===== config.mk =====
export PLATFORM = sky130hd
export DESIGN_NAME = upsample_interp
export DESIGN_NICKNAME = d
export VERILOG_FILES = /design/src/rtl/pingjun_pkg.sv /design/src/rtl/seq_div_const.sv /design/src/rtl/upsample_interp.sv
export SDC_FILE = /design/constraint.sdc
export NUM_CORES = 1
export LEC_CHECK = 0
export ABC_AREA = 1
export BUFFER_PORTS_ARGS = -buffer_cell sky130_fd_sc_hd__buf_2
export CORE_MARGIN = 2
export CORE_UTILIZATION = 58
export CTS_BUF_LIST = sky130_fd_sc_hd__clkbuf_8
export DETAILED_ROUTE_END_ITERATION = 7
export PLACE_DENSITY = 0.79
export SETUP_SLACK_MARGIN = 0.1
export SLEW_MARGIN = 20
export SYNTH_ARGS = -nofsm -noshare
export SYNTH_HDL_FRONTEND = slang
export SYNTH_SLANG_ARGS = --single-unit

===== constraint.sdc =====
create_clock -name clk -period 4 [get_ports clk]
set_input_delay 0.2 -clock clk [delete_from_list [all_inputs] [get_ports clk]]
set_output_delay 0.2 -clock clk [all_outputs]
set_load 0.05 [all_outputs]

===== src/rtl/pingjun_pkg.sv =====
// Constants and FSM encoding shared by the block averager and the upsampling interpolator.
// Both ends of the decimate/interpolate path take RATIO from this package, so it cannot drift.
package pingjun_pkg;

  localparam int DATA_W = 8;
  localparam int RATIO  = 53;
  localparam int CNT_W  = 6;
  localparam int REM_W  = 6;

  typedef enum logic [1:0] {
    IDLE = 2'd0,
    DIV  = 2'd1,
    RUN  = 2'd2
  } state_t;

endpackage


===== src/rtl/seq_div_const.sv =====
// Restoring unsigned divider by a constant: one quotient bit per clock.
// o_done is high for one cycle, DW clocks after the i_start edge.
module seq_div_const
  import pingjun_pkg::*;
#(
  parameter int DW      = DATA_W,
  parameter int DIVISOR = RATIO,
  parameter int RW      = REM_W,
  parameter int CW      = $clog2(DW + 1)
) (
  input  logic          clk,
  input  logic          rst,
  input  logic          i_start,
  input  logic [DW-1:0] i_dividend,
  output logic          o_done,
  output logic [DW-1:0] o_q,
  output logic [RW-1:0] o_r
);

  logic [DW-1:0] r_quo;
  logic [RW-1:0] r_rem;
  logic [CW-1:0] r_cnt;
  logic          r_busy;

  logic [RW:0]   w_shift;
  logic          w_ge;
  logic [RW-1:0] w_rem_next;

  // r_rem is always below DIVISOR, so shifting in one dividend bit fits in RW+1 bits.
  assign w_shift    = {r_rem, r_quo[DW-1]};
  assign w_ge       = (w_shift >= (RW+1)'(DIVISOR));
  assign w_rem_next = w_ge ? RW'(w_shift - (RW+1)'(DIVISOR)) : w_shift[RW-1:0];

  always_ff @(posedge clk or posedge rst) begin
    if (rst) begin
      r_quo  <= '0;
      r_rem  <= '0;
      r_cnt  <= '0;
      r_busy <= 1'b0;
    end else if (i_start) begin
      r_quo  <= i_dividend;
      r_rem  <= '0;
      r_cnt  <= CW'(DW);
      r_busy <= 1'b1;
    end else if (r_busy) begin
      if (r_cnt != '0) begin
        r_quo <= {r_quo[DW-2:0], w_ge};
        r_rem <= w_rem_next;
        r_cnt <= r_cnt - CW'(1);
      end else begin
        r_busy <= 1'b0;
      end
    end
  end

  assign o_done = r_busy && (r_cnt == '0);
  assign o_q    = r_quo;
  assign o_r    = r_rem;

endmodule


===== src/rtl/upsample_interp.sv =====
// Rebuilds a dense stream of RATIO linearly interpolated samples per sparse input sample,
// stepping from the previous accepted sample to the current one with an error accumulator.
module upsample_interp
  import pingjun_pkg::*;
(
  input  logic              clk,
  input  logic              rst_n,
  input  logic              i_data_de,
  input  logic [DATA_W-1:0] data_in,
  output logic              o_ready,
  output logic [DATA_W-1:0] data_out,
  output logic              o_data_de,
  output logic              o_drop,
  output state_t            o_dbg_state
);

  // Handshake: a sample is taken on any edge where i_data_de && o_ready; a sample
  // offered with o_ready low is discarded and flagged by o_drop on the next cycle.

  state_t r_state, w_state_next;

  logic              r_primed;
  logic [DATA_W-1:0] r_prev;
  logic [DATA_W-1:0] r_cur;
  logic [DATA_W-1:0] r_pend;
  logic              r_pend_valid;
  logic              r_neg;
  logic [DATA_W-1:0] r_acc;
  logic [REM_W-1:0]  r_err;
  logic [CNT_W-1:0]  r_k;
  logic [DATA_W-1:0] r_data_out;
  logic              r_data_de;
  logic              r_drop;

  logic              w_ready;
  logic              w_accept;
  logic              w_last;
  logic              w_next_valid;
  logic [DATA_W-1:0] w_next_sample;
  logic              w_start_idle;
  logic              w_start_chain;
  logic              w_div_start;
  logic [DATA_W-1:0] w_base;
  logic [DATA_W-1:0] w_new;
  logic [DATA_W:0]   w_delta;
  logic [DATA_W:0]   w_delta_neg;
  logic              w_neg;
  logic [DATA_W-1:0] w_abs;
  logic              w_div_done;
  logic [DATA_W-1:0] w_div_q;
  logic [REM_W-1:0]  w_div_r;
  logic [REM_W:0]    w_err_sum;
  logic              w_carry;
  logic [REM_W-1:0]  w_err_next;
  logic [DATA_W-1:0] w_step;
  logic [DATA_W-1:0] w_acc_next;

  assign w_ready       = (r_state == IDLE) || !r_pend_valid;
  assign w_accept      = i_data_de && w_ready;
  assign w_last        = (r_state == RUN) && (r_k == CNT_W'(RATIO - 1));
  assign w_next_valid  = r_pend_valid || w_accept;
  assign w_next_sample = r_pend_valid ? r_pend : data_in;
  assign w_start_idle  = (r_state == IDLE) && w_accept && r_primed;
  assign w_start_chain = w_last && w_next_valid;
  assign w_div_start   = w_start_idle || w_start_chain;

  // When chaining, the segment just finished ends at r_cur, which becomes the new prev.
  assign w_base      = (r_state == RUN) ? r_cur : r_prev;
  assign w_new       = w_start_chain ? w_next_sample : data_in;
  assign w_delta     = {1'b0, w_new} - {1'b0, w_base};
  assign w_delta_neg = -w_delta;
  assign w_neg       = w_delta[DATA_W];
  assign w_abs       = w_neg ? w_delta_neg[DATA_W-1:0] : w_delta[DATA_W-1:0];

  seq_div_const #(
    .DW      (DATA_W),
    .DIVISOR (RATIO),
    .RW      (REM_W)
  ) u_div (
    .clk        (clk),
    .rst        (rst_n),
    .i_start    (w_div_start),
    .i_dividend (w_abs),
    .o_done     (w_div_done),
    .o_q        (w_div_q),
    .o_r        (w_div_r)
  );

  // Bresenham-style step: q every output plus one extra whenever the remainder wraps.
  assign w_err_sum  = {1'b0, r_err} + {1'b0, w_div_r};
  assign w_carry    = (w_err_sum >= (REM_W+1)'(RATIO));
  assign w_err_next = w_carry ? REM_W'(w_err_sum - (REM_W+1)'(RATIO)) : w_err_sum[REM_W-1:0];
  assign w_step     = w_div_q + DATA_W'(w_carry);
  assign w_acc_next = r_neg ? (r_acc - w_step) : (r_acc + w_step);

  always_ff @(posedge clk or posedge rst_n) begin
    if (rst_n) r_state <= IDLE;
    else       r_state <= w_state_next;
  end

  always_comb begin
    w_state_next = r_state;
    case (r_state)
      IDLE:    if (w_start_idle) w_state_next = DIV;
      DIV:     if (w_div_done) w_state_next = RUN;
      RUN:     if (w_last) w_state_next = w_next_valid ? DIV : IDLE;
      default: w_state_next = IDLE;
    endcase
  end

  always_ff @(posedge clk or posedge rst_n) begin
    if (rst_n) begin
      r_primed     <= 1'b0;
      r_prev       <= '0;
      r_cur        <= '0;
      r_pend       <= '0;
      r_pend_valid <= 1'b0;
      r_neg        <= 1'b0;
      r_acc        <= '0;
      r_err        <= '0;
      r_k          <= '0;
      r_data_out   <= '0;
      r_data_de    <= 1'b0;
      r_drop       <= 1'b0;
    end else begin
      r_drop    <= i_data_de && !w_ready;
      r_data_de <= 1'b0;
      case (r_state)
        IDLE: begin
          if (w_accept) begin
            if (r_primed) begin
              r_cur <= data_in;
              r_neg <= w_neg;
            end else begin
              r_prev   <= data_in;
              r_primed <= 1'b1;
            end
          end
        end
        DIV: begin
          if (w_accept) begin
            r_pend       <= data_in;
            r_pend_valid <= 1'b1;
          end
          if (w_div_done) begin
            r_acc <= r_prev;
            r_err <= '0;
            r_k   <= '0;
          end
        end
        RUN: begin
          r_acc      <= w_acc_next;
          r_err      <= w_err_next;
          r_k        <= r_k + CNT_W'(1);
          r_data_out <= w_acc_next;
          r_data_de  <= 1'b1;
          if (w_last) begin
            r_prev <= r_cur;
            if (w_next_valid) begin
              r_cur        <= w_next_sample;
              r_neg        <= w_neg;
              r_pend_valid <= 1'b0;
            end
          end else if (w_accept) begin
            r_pend       <= data_in;
            r_pend_valid <= 1'b1;
          end
        end
        default: ;
      endcase
    end
  end

  assign o_ready     = w_ready;
  assign data_out    = r_data_out;
  assign o_data_de   = r_data_de;
  assign o_drop      = r_drop;
  assign o_dbg_state = r_state;

endmodule


# Word level (Yosys, flattened, before mapping)
# Cells that the tools add are included.
dict set report classes {
  add_sub_neg 10
  multipliers 0
  n_div 0
  n_lt_le_gt_ge 2
  n_eq_ne 12
  shift 0
  n_mux 51
  bitwise 0
  reduce_logical 27
}
# op count
set ops {}
lappend ops {{8-bit two-way mux} 18}
lappend ops {{8-bit case mux with 2 select lines} 4}
lappend ops {{6-bit two-way mux} 6}
lappend ops {{6-bit case mux with 2 select lines} 2}
lappend ops {{7-bit by 6-bit >= comparator with 1-bit output (second input constant)} 2}
lappend ops {{2-bit inequality test (second input constant)} 7}
lappend ops {{1-bit two-way mux} 12}
lappend ops {{4-bit two-way mux} 3}
lappend ops {{6-bit subtractor (second input constant)} 2}
lappend ops {{2-bit AND reduction} 5}
lappend ops {{8-bit by 8-bit subtractor with 9-bit output} 1}
lappend ops {{8-bit by 1-bit adder with 8-bit output} 1}
lappend ops {{8-bit adder} 1}
lappend ops {{8-bit negation} 1}
lappend ops {{2-bit nonzero test} 4}
lappend ops {{8-bit subtractor} 1}
lappend ops {{6-bit by 6-bit adder with 7-bit output} 1}
lappend ops {{1-bit logical AND} 7}
lappend ops {{6-bit by 1-bit adder with 6-bit output (second input constant)} 1}
lappend ops {{6-bit == test (second input constant)} 1}
lappend ops {{2-bit two-way mux} 3}
lappend ops {{2-bit case mux with 3 select lines} 1}
lappend ops {{5-bit AND reduction} 1}
lappend ops {{4-bit logical NOT} 1}
lappend ops {{other kinds (12)} 16}
dict set report totals {
  reg_bits 78
  latchBits 0
  ramBits 0
  mem_bits_ro 0
  out_inout_bits 13
  mem_count 0
}

# Longest topological paths before layout
# Gate-level depths: netlist of run 1.
dict set report depth {
  word_depth 10
  ltp_mapped 27
  mapped_depth_nobuf 27
}

# By module
# From an unflattened synthesis of run 1, not the netlist that was laid out.
dict set report hier_totals {
  cells_unflattened 720
  hier_area_um2 5348.9
}
# mod n_inst cells_each area_per_inst_um2
set by_module_without_submodules {}
lappend by_module_without_submodules {upsample_interp 1 581 4267.8}
lappend by_module_without_submodules {seq_div_const 1 139 1081.0}

# Least setup slack after synthesis of run 1
# No wires, ideal clock.
dict set report synth_path {
  kind {reg-to-reg}
  start {register u_div.r_rem[0] (netlist: u_div.o_r[0])}
  end {register r_acc[7]}
  arrival_ns 3.780
  required_ns 3.927
  slack_ns 0.147
  stages_incl_launch_ff 28
  synth_period_minus_slack_ns 3.853
  path_cell_list {dfrtp_1 -> ha_1 -> inv_1 -> fa_1 -> o21ai_2 -> xor2_2 -> inv_2 -> nand2_1 -> nand2_2 -> nand2_4 -> nand2_4 -> ha_1 -> inv_1 -> nand2_1 -> nand2_1 -> ha_1 -> nand4_1 -> o31ai_2 -> xor2_1 -> inv_1 -> ha_1 -> a21oi_1 -> o21ai_0 -> a31oi_1 -> inv_1 -> nand2_1 -> nand3_2 -> a21oi_2}
}
dict set report synth_via {
  elab_chain_cells 6
  elab_cells_between_ends 7
  classes_between {4 x add/sub; 1 x order compare; 2 x mux}
}
# item line
set synth_rtl {}
lappend synth_rtl {{from (decl)} seq_div_const.sv:21} ;# logic [RW-1:0] r_rem;
lappend synth_rtl {{from (signal assigned)} seq_div_const.sv:48} ;# r_rem <= w_rem_next;
lappend synth_rtl {{6-bit by 6-bit adder with 7-bit output (*)} upsample_interp.sv:90} ;# assign w_err_sum = {1'b0, r_err} + {1'b0, w_div_r};
lappend synth_rtl {{7-bit by 6-bit >= comparator with 1-bit output (*)} upsample_interp.sv:91} ;# assign w_carry = (w_err_sum >= (REM_W+1)'(RATIO));
lappend synth_rtl {{8-bit by 1-bit adder with 8-bit output (*)} upsample_interp.sv:93} ;# assign w_step = w_div_q + DATA_W'(w_carry);
lappend synth_rtl {{8-bit adder / 8-bit subtractor (equally long branches)} upsample_interp.sv:94} ;# assign w_acc_next = r_neg ? (r_acc - w_step) : (r_acc + w_step);
lappend synth_rtl {{8-bit two-way mux (*)} upsample_interp.sv:94}
lappend synth_rtl {{8-bit case mux with 2 select lines (*)} upsample_interp.sv:128} ;# case (r_state)
lappend synth_rtl {{to (signal assigned)} upsample_interp.sv:146} ;# r_acc <= r_prev;
lappend synth_rtl {{to (signal assigned)} upsample_interp.sv:152} ;# r_acc <= w_acc_next;
lappend synth_rtl {{to (decl)} upsample_interp.sv:28} ;# logic [DATA_W-1:0] r_acc;
# Mark *: on every way between the ends. The rest lies on a longest branch, timed or not.
# A chain may end at the register's enable or synchronous reset.

# Worst setup path after layout of run 1
# Same ends and word-level chain as after synthesis.

==> impl_metrics.json, run 1 <==
{
  "ys_seq_elements": 78,
  "io_pins": 24,
  "grt_pass1_vias": 4806,
  "ys_types": 48,
  "cp-start-kind": "flip-flop",
  "cap_violations": 0,
  "insertion_delay_ps": 380,
  "power_density_mw_per_mm2": 956.1,
  "cts_made_buffers": 9,
  "fin_util": 0.7119,
  "worstSetupPathType": "flip-flop to flip-flop",
  "reg2reg_to": "r_acc[7]",
  "first_pass_iters": 7,
  "synth_nets": 748,
  "cp-startpoint": "u_div.o_r[0]",
  "yosysSeqAreaShare": 0.3668,
  "skew_ps": 22.89,
  "first_iter_violations": 300,
  "ir_drop_mv": 0.4123,
  "final_net_count": 814,
  "die_area_mm2": 0.009957,
  "slew_headroom": 0.4910,
  "grt_util_met1": 0.3422,
  "rrSetupSlack_ps": -140,
  "antenna_found_initial": 0,
  "drc": 0,
  "synth_edf_count": 0,
  "area_growth_pct": 17.80,
  "p_sw_mw": 3.055,
  "cts_hold_buffers": 0,
  "dp_cells": 825,
  "max_freq_mhz": 241.7,
  "grt-ovfl-total": 0,
  "clockPowerShare": 0.104,
  "timing.rr.start": "u_div.o_r[0]",
  "post-route-period-util": 1.034,
  "crit_arrival_ps": 4440,
  "finalInstanceArea_mm2": 0.006269,
  "vias_per_cell": 5.700,
  "cp_max_fo": 4,
  "grt-busiest-layer": "met2",
  "outcome": "finished with violations",
  "clockRootBuffer": "clkbuf_8",
  "h-tree-depth": 3,
  "antenna_cells": 0,
  "period_needed_ps": 4138,
  "drive_gt1_frac": 0.2202,
  "hp-class": "input pin to asynchronous set/reset pin",
  "rows": 34,
  "grtUsageMet2": 0.4709,
  "core_area_mm2": 0.008806,
  "drv_slew": 0,
  "ant_nets": 0,
  "yosys_warnings": 0,
  "vias": 5016,
  "die_h_um": 99.79,
  "port_buffers": 23,
  "power_frac_seq": 0.231,
  "endpoint": "r_acc[7]",
  "required_ps": 4300,
  "cp-end-kind": "flip-flop",
  "wl_per_cell_um": 15.77,
  "die_w_um": 99.79,
  "synth_common_cells": "nand2_1 (183), inv_1 (97), dfrtp_1 (78)",
  "place_area_mm2": 0.005555,
  "place_congestion": 0.8553,
  "syn_area_per_cell_um2": 7.591,
  "grt_max_degree": 59,
  "finalHoldViolations": 56,
  "setup_viol": 7,
  "synth_area_leaders": "dfrtp_1 (37%), nand2_1 (13%), ha_1 (7.8%)",
  "clock_sinks": 78,
  "setup_tns_ps": -530.0,
  "drt-total-wl_um": 13880,
  "netlist_area_mm2": 0.005321,
  "p_int_mw": 2.938,
  "cts_max_path_buffers": 2,
  "swShare": 0.5097,
  "yosys.area.top_type": "dfrtp_1",
  "final_cells": 880,
  "combPwrFrac": 0.665,
  "dp_slack_ps": -157.6,
  "fin_ws_ps": -137.9,
  "p_total_mw": 5.993,
  "cts_tree": "yes",
  "ys.flop_type": "dfrtp_1",
  "p_leak_nw": 3.207,
  "start_util": 0.6043,
  "dp_hpwl_um": 8665,
  "synth.most_common_cell": "nand2_1",
  "track_usage": 0.2733,
  "violations": "hold timing, setup timing",
  "synthArstFlopShare": 1.000,
  "grt_pass1_wl_um": 21700,
  "fillCellCount": 653,
  "clk_pin_slew_worst_paths_ps": 100,
  "rsz0062_at_grt": "yes",
  "synth_top_area_share": 0.3668,
  "grt_use_met3": 0.04318,
  "tightestPinTransition_ps": 760.6,
  "fin_hold_ws_ps": -74.34,
  "netlist_instances": 701,
  "worstRegToRegCells": 27
}
-- layout make-up --
| class | count | area (um^2) | area share |
|---|---|---|---|
| Sequential cell | 78 | 1952 | 0.3114 |
| Multi-Input combinational cell | 502 | 3115 | 0.4970 |
| Timing Repair Buffer | 69 | 460.4 | 0.07345 |
| Tap cell | 108 | 135.1 | 0.02156 |
| Clock inverter | 7 | 72.57 | 0.01158 |
| Inverter | 107 | 409.1 | 0.06527 |
| Clock buffer | 9 | 123.9 | 0.01976 |
-- power groups by stage --
stage               combinational [mW]  clock (mW)  sequential (mW)
CTS                               3.54       0.617             1.36
detailed placement                3.20           0             1.37
floorplan                         2.42           0             1.47
global route                      4.38       0.651             1.42
global placement                  3.11           0             1.35
finish                            3.99       0.621             1.39
-- repair_timing --
action                     in CTS  in global routing
gates resized for setup        25                 29
gates cloned                    0                  0
setup endpoints to repair       9                 11
buffers inserted               27                 12
pin swaps                      14                 18
-- registers in the layout (all words and copies together) (netlist names), 2 cells and up --
name and flops:
data_out 8, o_dbg_state 2, r_acc 8, r_cur 8
r_err 6, r_k 6, r_pend 8, r_prev 8
u_div.o_q 8, u_div.o_r 6, u_div.r_cnt 4
-- worst max-delay path: stages (launching register included) --
cell	delay (ps)
dfrtp_1	380
ha_2	200
inv_2	50
fa_2	400
o21ai_4	190
xor2_2	190
inv_2	80
nand2_2	80
nand2_2	80
nand2_4	110
nand2_8	80
ha_4	210
inv_2	70
nand2_2	70
nand2_4	80
ha_4	130
nand4_1	170
o31ai_4	230
xor2_1	170
inv_1	100
ha_4	260
a21oi_2	110
o21ai_1	70
a31oi_1	180
inv_1	60
nand2_1	80
nand3_2	80
a21oi_2	140
-- worst min path at each step --
stage	slack, ps	from	end
2_1_floorplan	360	data_in[7]	r_pend[7]
3_3_place_gp	440	rst_n	r_k[0]
3_5_place_dp	440	rst_n	r_k[0]
4_1_cts	50	rst_n	r_k[1]
5_1_grt	8	rst_n	r_k[2]
6_report	-70	rst_n	r_k[1]
-- logic make-up after synthesis --
kind of cell	after synthesis	share of synthesized area
and+or+nand+nor	297	0.2462
AOI/OAI and AO/OA	139	0.1507
buffers and inverters	121	0.08958
DFF	78	0.3668
adders and majority gates	36	0.08888
xor gates and xnor gates	21	0.03880
muxes	9	0.01905
-- per-layer routing --
metal	wire length, um	share of wire
met1	5851	0.42
met2	6960	0.50
met3	680	0.049
met4	386	0.028
met5	0	0
-- placed cells by master, fill, tap and decap left out, types with 5 or more instances in the layout --
cell	count
mux2_2	9
nand2_2	10
buf_2	23
nor2_2	5
a21oi_1	17
ha_4	5
buf_4	46
nor2_4	5
a31oi_1	10
nand3_1	46
o21ai_1	9
o21ai_0	71
inv_2	11
xnor2_1	5
ha_1	25
nor2_1	26
inv_1	93
clkbuf_8	9
dfrtp_1	78
o22ai_1	8
nand2_1	176
nand4_1	9
xor2_1	11
a21oi_2	8
No activity file was read; power rests on OpenSTA's default activity.
==> run 2, diff against run 1 <==
--- a/config.mk
+++ b/config.mk
@@ -7,13 +7,16 @@
 export LEC_CHECK = 0
 export ABC_AREA = 1
 export BUFFER_PORTS_ARGS = -buffer_cell sky130_fd_sc_hd__buf_2
+export CELL_PAD_IN_SITES_DETAIL_PLACEMENT = 1
+export CELL_PAD_IN_SITES_GLOBAL_PLACEMENT = 1
 export CORE_MARGIN = 2
-export CORE_UTILIZATION = 58
+export CORE_UTILIZATION = 43
 export CTS_BUF_LIST = sky130_fd_sc_hd__clkbuf_8
 export DETAILED_ROUTE_END_ITERATION = 7
-export PLACE_DENSITY = 0.79
+export PLACE_DENSITY_LB_ADDON = 0.1
 export SETUP_SLACK_MARGIN = 0.1
 export SLEW_MARGIN = 20
 export SYNTH_ARGS = -nofsm -noshare
 export SYNTH_HDL_FRONTEND = slang
+export SYNTH_HIERARCHICAL = 1
 export SYNTH_SLANG_ARGS = --single-unit
==> run 2 against run 1 <==
Compared with the run above:
- the flow finishes with violations (setup timing)
- synthesized area grew 0.52%
- die area is 34% higher
- worst hold slack improved by 170 ps
- non-clock buffer count is 12 lower
- sequential power hardly changed
- register-to-register slack better by 130 ps
- highest routed layer unchanged
==> impl_metrics.json, run 2 <==
{
  "vias_per_cell": 5.227,
  "p_total_mw": 5.989,
  "antenna_cells": 0,
  "ys_seq_elements": 78,
  "grt-ovfl-total": 0,
  "seq_area_mm2": 0.001953,
  "topRoutingLayerUsed": "met4",
  "final_common_cell": "nand2_1",
  "final_cells": 944,
  "clock_sinks": 78,
  "die_h_um": 115.5,
  "power_density_mw_per_mm2": 952.4,
  "dp_hpwl_um": 10760,
  "antenna_found_initial": 0,
  "drc": 0,
  "synth_area_leaders": "dfrtp_1 (36%), nand2_1 (14%), ha_1 (7.7%)",
  "grt_max_degree": 53,
  "ys.flop_type": "dfrtp_1",
  "timing.rr.start": "u_div/o_r[0]",
  "post-route-period-util": 1.003,
  "fin_ws_ps": -11.18,
  "area_growth_pct": 17.57,
  "cp-end-kind": "flip-flop",
  "fillCellCount": 1539,
  "setup_tns_ps": -11.18,
  "cp-start-kind": "flip-flop",
  "drive_gt1_frac": 0.1997,
  "ys_types": 45,
  "die_area_mm2": 0.01335,
  "worstSetupPathType": "flip-flop to flip-flop",
  "rows": 40,
  "drv_slew": 0,
  "port_buffers": 23,
  "wl_per_cell_um": 16.20,
  "rrSetupSlack_ps": -10,
  "met3_length_um": 349,
  "track_usage": 0.2352,
  "syn_area_per_cell_um2": 7.429,
  "tightestPinTransition_ps": 865.7,
  "yosys.area.top_type": "dfrtp_1",
  "io_pins": 24,
  "first_iter_violations": 220,
  "die_w_um": 115.5,
  "required_ps": 4300,
  "yosys_warnings": 6,
  "synth_common_cells": "nand2_1 (205), inv_1 (99), dfrtp_1 (78)",
  "reg2reg_to": "r_acc[6]",
  "core_area_mm2": 0.01206,
  "hold_path_depth": 3,
  "clk_pin_slew_worst_paths_ps": 90,
  "h-tree-depth": 3,
  "outcome": "finished with violations",
  "cts_made_buffers": 9,
  "cp-startpoint": "u_div/o_r[0]",
  "place_area_mm2": 0.005688,
  "max_freq_mhz": 249.3,
  "first_pass_iters": 4,
  "dp_cells": 908,
  "grt_pass1_wl_um": 24660,
  "netlist_instances": 720,
  "cap_violations": 0,
  "hp-class": "input pin to flip-flop",
  "setup_viol": 1,
  "yosysSeqAreaShare": 0.3649,
  "crit_arrival_ps": 4310,
  "vias": 4934,
  "clockRootBuffer": "clkbuf_8",
  "synth.most_common_cell": "nand2_1",
  "slew_headroom": 0.4222,
  "place_congestion": 0.8799,
  "worstRegToRegCells": 23,
  "endpoint": "r_acc[6]",
  "ant_nets": 0,
  "skew_ps": 6.593,
  "finalInstanceArea_mm2": 0.006289,
  "m1WireLength_um": 7168,
  "violations": "setup timing",
  "fin_hold_ws_ps": 91.57,
  "start_util": 0.4435,
  "final_net_count": 818,
  "multi_input_area_mm2": 0.003144,
  "grt_pass1_vias": 5042,
  "drt-total-wl_um": 15290,
  "synth_nets": 767,
  "rsz0062_at_grt": "yes",
  "insertion_delay_ps": 380,
  "netlist_area_mm2": 0.005349,
  "cp_max_fo": 4,
  "p_leak_nw": 3.198,
  "met2WireLength_um": 7281,
  "cts_tree": "yes",
  "ir_drop_mv": 0.3076,
  "synthArstFlopShare": 1.000,
  "cts_max_path_buffers": 2,
  "synth_edf_count": 0,
  "period_needed_ps": 4011,
  "synth_top_area_share": 0.3649,
  "finalHoldViolations": 0,
  "final_cell_mix": "nand2_1 (197), inv_1 (95), dfrtp_1 (77)"
}
[run 2: how the worst min path moves through the flow]
stage | start | end
floorplan | rst_n | u_div/o_q[0]
detailed placement | rst_n | u_div/r_cnt[3]
global route | i_data_de | o_drop
global placement | rst_n | u_div/r_cnt[1]
CTS | i_data_de | o_drop
finish | i_data_de | o_drop
[run 2: area by class of cell]
type / count / share of cell area
well taps: 168 / 0.03343
multi-input cells: 520 / 0.5000
flip-flops and latches: 78 / 0.3106
clock inverters: 7 / 0.01174
clock buffers: 9 / 0.01970
inverters: 105 / 0.06327
repair buffers: 57 / 0.06128
[run 2: power breakdown]
part | switching (mW) | internal [mW] | leakage [nW]
Clock | 0.336 | 0.290 | 0.0996
Sequential | 0.270 | 1.12 | 0.962
Combinational | 2.45 | 1.53 | 2.14
[run 2: logic make-up (layout without fill, tap and decap cells)]
logic type	Yosys count	in the layout	synth area share
mux	8	8	0.01684
buf+inv	122	178	0.09076
flops	78	78	0.3649
fa+ha+maj	36	36	0.08842
xor+xnor	23	23	0.03906
compound gates	128	128	0.1336
simple gates	325	325	0.2664
[run 2: routing by layer]
metal | vias to the layer above | global-route usage
met4 | 0 | 0.09719
met2 | 67 | 0.3856
met1 | 2405 | 0.3164
li1 | 2430 | -
met3 | 32 | 0.02824
met5 | - | 0
[run 2: per-stage QoR]
stage / setup slack [ps] / util
2_1_floorplan: 176.9 / -
3_3_place_gp: 76.63 / 0.4716
3_5_place_dp: -78.63 / 0.4716
4_1_cts: 87.71 / 0.4944
5_1_grt: -288.3 / 0.5214
6_report: -11.18 / 0.5214
[run 2: critical path, cell delays in order, from the launching register on]
cell,delay (ps)
dfrtp_1,410
ha_2,210
inv_2,60
fa_2,460
ha_4,170
nand2_1,100
nand3_2,100
nand3_2,100
nand2_4,80
ha_4,190
xnor2_2,140
buf_4,150
nand3_1,110
nand2_1,80
xnor2_1,150
ha_1,350
nand2_1,120
nand3_2,110
nand2_1,100
nand2_1,60
a21oi_1,210
xor2_1,180
nand2_1,90
a31oi_1,170
[run 2: what timing repair did]
action / CTS / global route
pin swaps: 4 / 36
gates resized for setup: 8 / 46
endpoints found under the setup margin: 5 / 12
buffers inserted: 3 / 16
hold buffers: 1 / 0
endpoints found under the hold margin: 19 / 0
==> run 3, diff against run 2 <==
--- a/config.mk
+++ b/config.mk
@@ -15,7 +15,7 @@
 export DETAILED_ROUTE_END_ITERATION = 7
 export PLACE_DENSITY_LB_ADDON = 0.1
 export SETUP_SLACK_MARGIN = 0.1
-export SLEW_MARGIN = 20
+export SKIP_LAST_GASP = 1
 export SYNTH_ARGS = -nofsm -noshare
 export SYNTH_HDL_FRONTEND = slang
 export SYNTH_HIERARCHICAL = 1
==> run 3 against run 2 <==
Compared with the run above:
- the run still ends with setup timing left
- clock skew is essentially flat
- critical path depth is the same
- design area is essentially flat
==> impl_metrics.json, run 3 (synthesis results as in run 2) <==
{
  "outcome": "finished with violations",
  "violations": "setup timing",
  "drc": 0,
  "track_usage": 0.2352,
  "cp-start-kind": "flip-flop",
  "p_int_mw": 2.933,
  "place_congestion": 0.8799,
  "fin_util": 0.5213,
  "vias_per_cell": 5.227,
  "max_freq_mhz": 249.3,
  "area_growth_pct": 17.54,
  "power_frac_seq": 0.231,
  "first_pass_iters": 4,
  "crit_arrival_ps": 4310,
  "p_total_mw": 5.989,
  "final_cell_mix": "nand2_1 (197), inv_1 (95), dfrtp_1 (77)",
  "dp_hpwl_um": 10760,
  "setup_viol": 1,
  "required_ps": 4300,
  "ant_nets": 0,
  "vias": 4934,
  "cap_violations": 0,
  "power_density_mw_per_mm2": 952.6,
  "port_buffers": 23,
  "worstSetupPathType": "flip-flop to flip-flop",
  "first_iter_violations": 220,
  "swShare": 0.5104,
  "start_util": 0.4435,
  "cts_made_buffers": 9,
  "cts_tree": "yes",
  "combPwrFrac": 0.664,
  "fin_ws_ps": -11.18,
  "antenna_found_initial": 0,
  "clockRootBuffer": "clkbuf_8",
  "drt-total-wl_um": 15290,
  "finalHoldViolations": 0,
  "final_cells": 944,
  "cts_max_path_buffers": 2,
  "cp-end-kind": "flip-flop",
  "period_needed_ps": 4011,
  "antenna_cells": 0,
  "h-tree-depth": 3,
  "rsz0062_at_grt": "yes",
  "cp_max_fo": 4,
  "die_h_um": 115.5,
  "clockPowerShare": 0.105,
  "final_net_count": 818,
  "grt_pass1_wl_um": 24660,
  "drive_gt1_frac": 0.1997,
  "post-route-period-util": 1.003,
  "die_area_mm2": 0.01335,
  "hp-class": "input pin to flip-flop",
  "drv_slew": 0,
  "skew_ps": 6.593,
  "clk_pin_slew_worst_paths_ps": 90,
  "fillCellCount": 1540,
  "p_leak_nw": 3.198,
  "slew_headroom": 0.3011,
  "final_common_cell": "nand2_1",
  "core_area_mm2": 0.01206,
  "dp_slack_ps": -78.63,
  "multi_input_area_mm2": 0.003144,
  "die_w_um": 115.5,
  "grt-ovfl-total": 0,
  "seq_area_mm2": 0.001953,
  "grt_max_degree": 53,
  "p_sw_mw": 3.057,
  "grt_pass1_vias": 5042,
  "wl_per_cell_um": 16.20,
  "dp_cells": 908,
  "io_pins": 24,
  "rows": 40,
  "tightestPinTransition_ps": 1047,
  "ir_drop_mv": 0.3076,
  "insertion_delay_ps": 380,
  "clock_sinks": 78
}
-- run 3: cell types whose count changed in the layout (fill, tap and decap cells not counted), sizes merged --
cell    previous run  this run
clkinv             6         5
inv              104       105
-- run 3: what timing repair did --
| item | CTS | global route |
|---|---|---|
| pin swaps | 4 | 36 |
| endpoints found under the hold margin | 19 | 0 |
| hold buffers | 1 | 0 |
| buffers inserted | 3 | 16 |
| endpoints found under the setup margin | 5 | 12 |
| gates resized for setup | 8 | 46 |
-- run 3: layer usage --
metal | track usage | wire (um)
met1 | 0.3164 | 7168
met2 | 0.3856 | 7281
met3 | 0.02824 | 349
met4 | 0.09719 | 490
met5 | 0 | 0
-- run 3: final timing paths --
path	from	slack, ps	end	depth (start not counted)
max in group asynchronous	rst_n	2550	r_k[3]	4
min in group asynchronous	rst_n	500	u_div/r_cnt[3]	3
max	u_div/o_r[0]	-10	r_acc[6]	23
max reg2reg	u_div/o_r[0]	-10	r_acc[6]	23
min	i_data_de	90	o_drop	3
min reg2reg	data_out[2]	490	data_out[2]	2
-- run 3: layout make-up --
type                       count  area share
timing repair buffer          57     0.06129
multi-input combinational    520      0.5001
clock inverter                 7     0.01174
tap                          168     0.03343
sequential                    78      0.3106
inverter                     105     0.06308
clock buffer                   9     0.01970
-- run 3: critical path: stages, from the launching register on --
cell and delay, ps:
dfrtp_1 410, ha_2 210, inv_2 60, fa_2 460, ha_4 170, nand2_1 100
nand3_2 100, nand3_2 100, nand2_4 80, ha_4 190, xnor2_2 140, buf_4 150
nand3_1 110, nand2_1 80, xnor2_1 150, ha_1 350, nand2_1 120, nand3_2 110
nand2_1 100, nand2_1 60, a21oi_1 210, xor2_1 180, nand2_1 90, a31oi_1 170
-- run 3: through the flow --
step | hold slack (ps) | TNS, ps | area (um^2)
after floorplan | 151.1 | 0 | 5349
after global placement | 392.6 | 0 | 5688
after detailed placement | 378.7 | -120.1 | 5688
after CTS | 57.72 | 0 | 5963
after global routing | 101.7 | -860.3 | 6287
final | 91.57 | -11.18 | 6287
-- run 3: power groups by stage --
stage,registers [mW],logic (mW),clock network [mW]
after CTS,1.36,3.41,0.639
after global placement,1.35,3.19,0
final,1.39,3.98,0.626
after floorplan,1.46,2.42,0
after global routing,1.43,4.48,0.670
after detailed placement,1.37,3.34,0
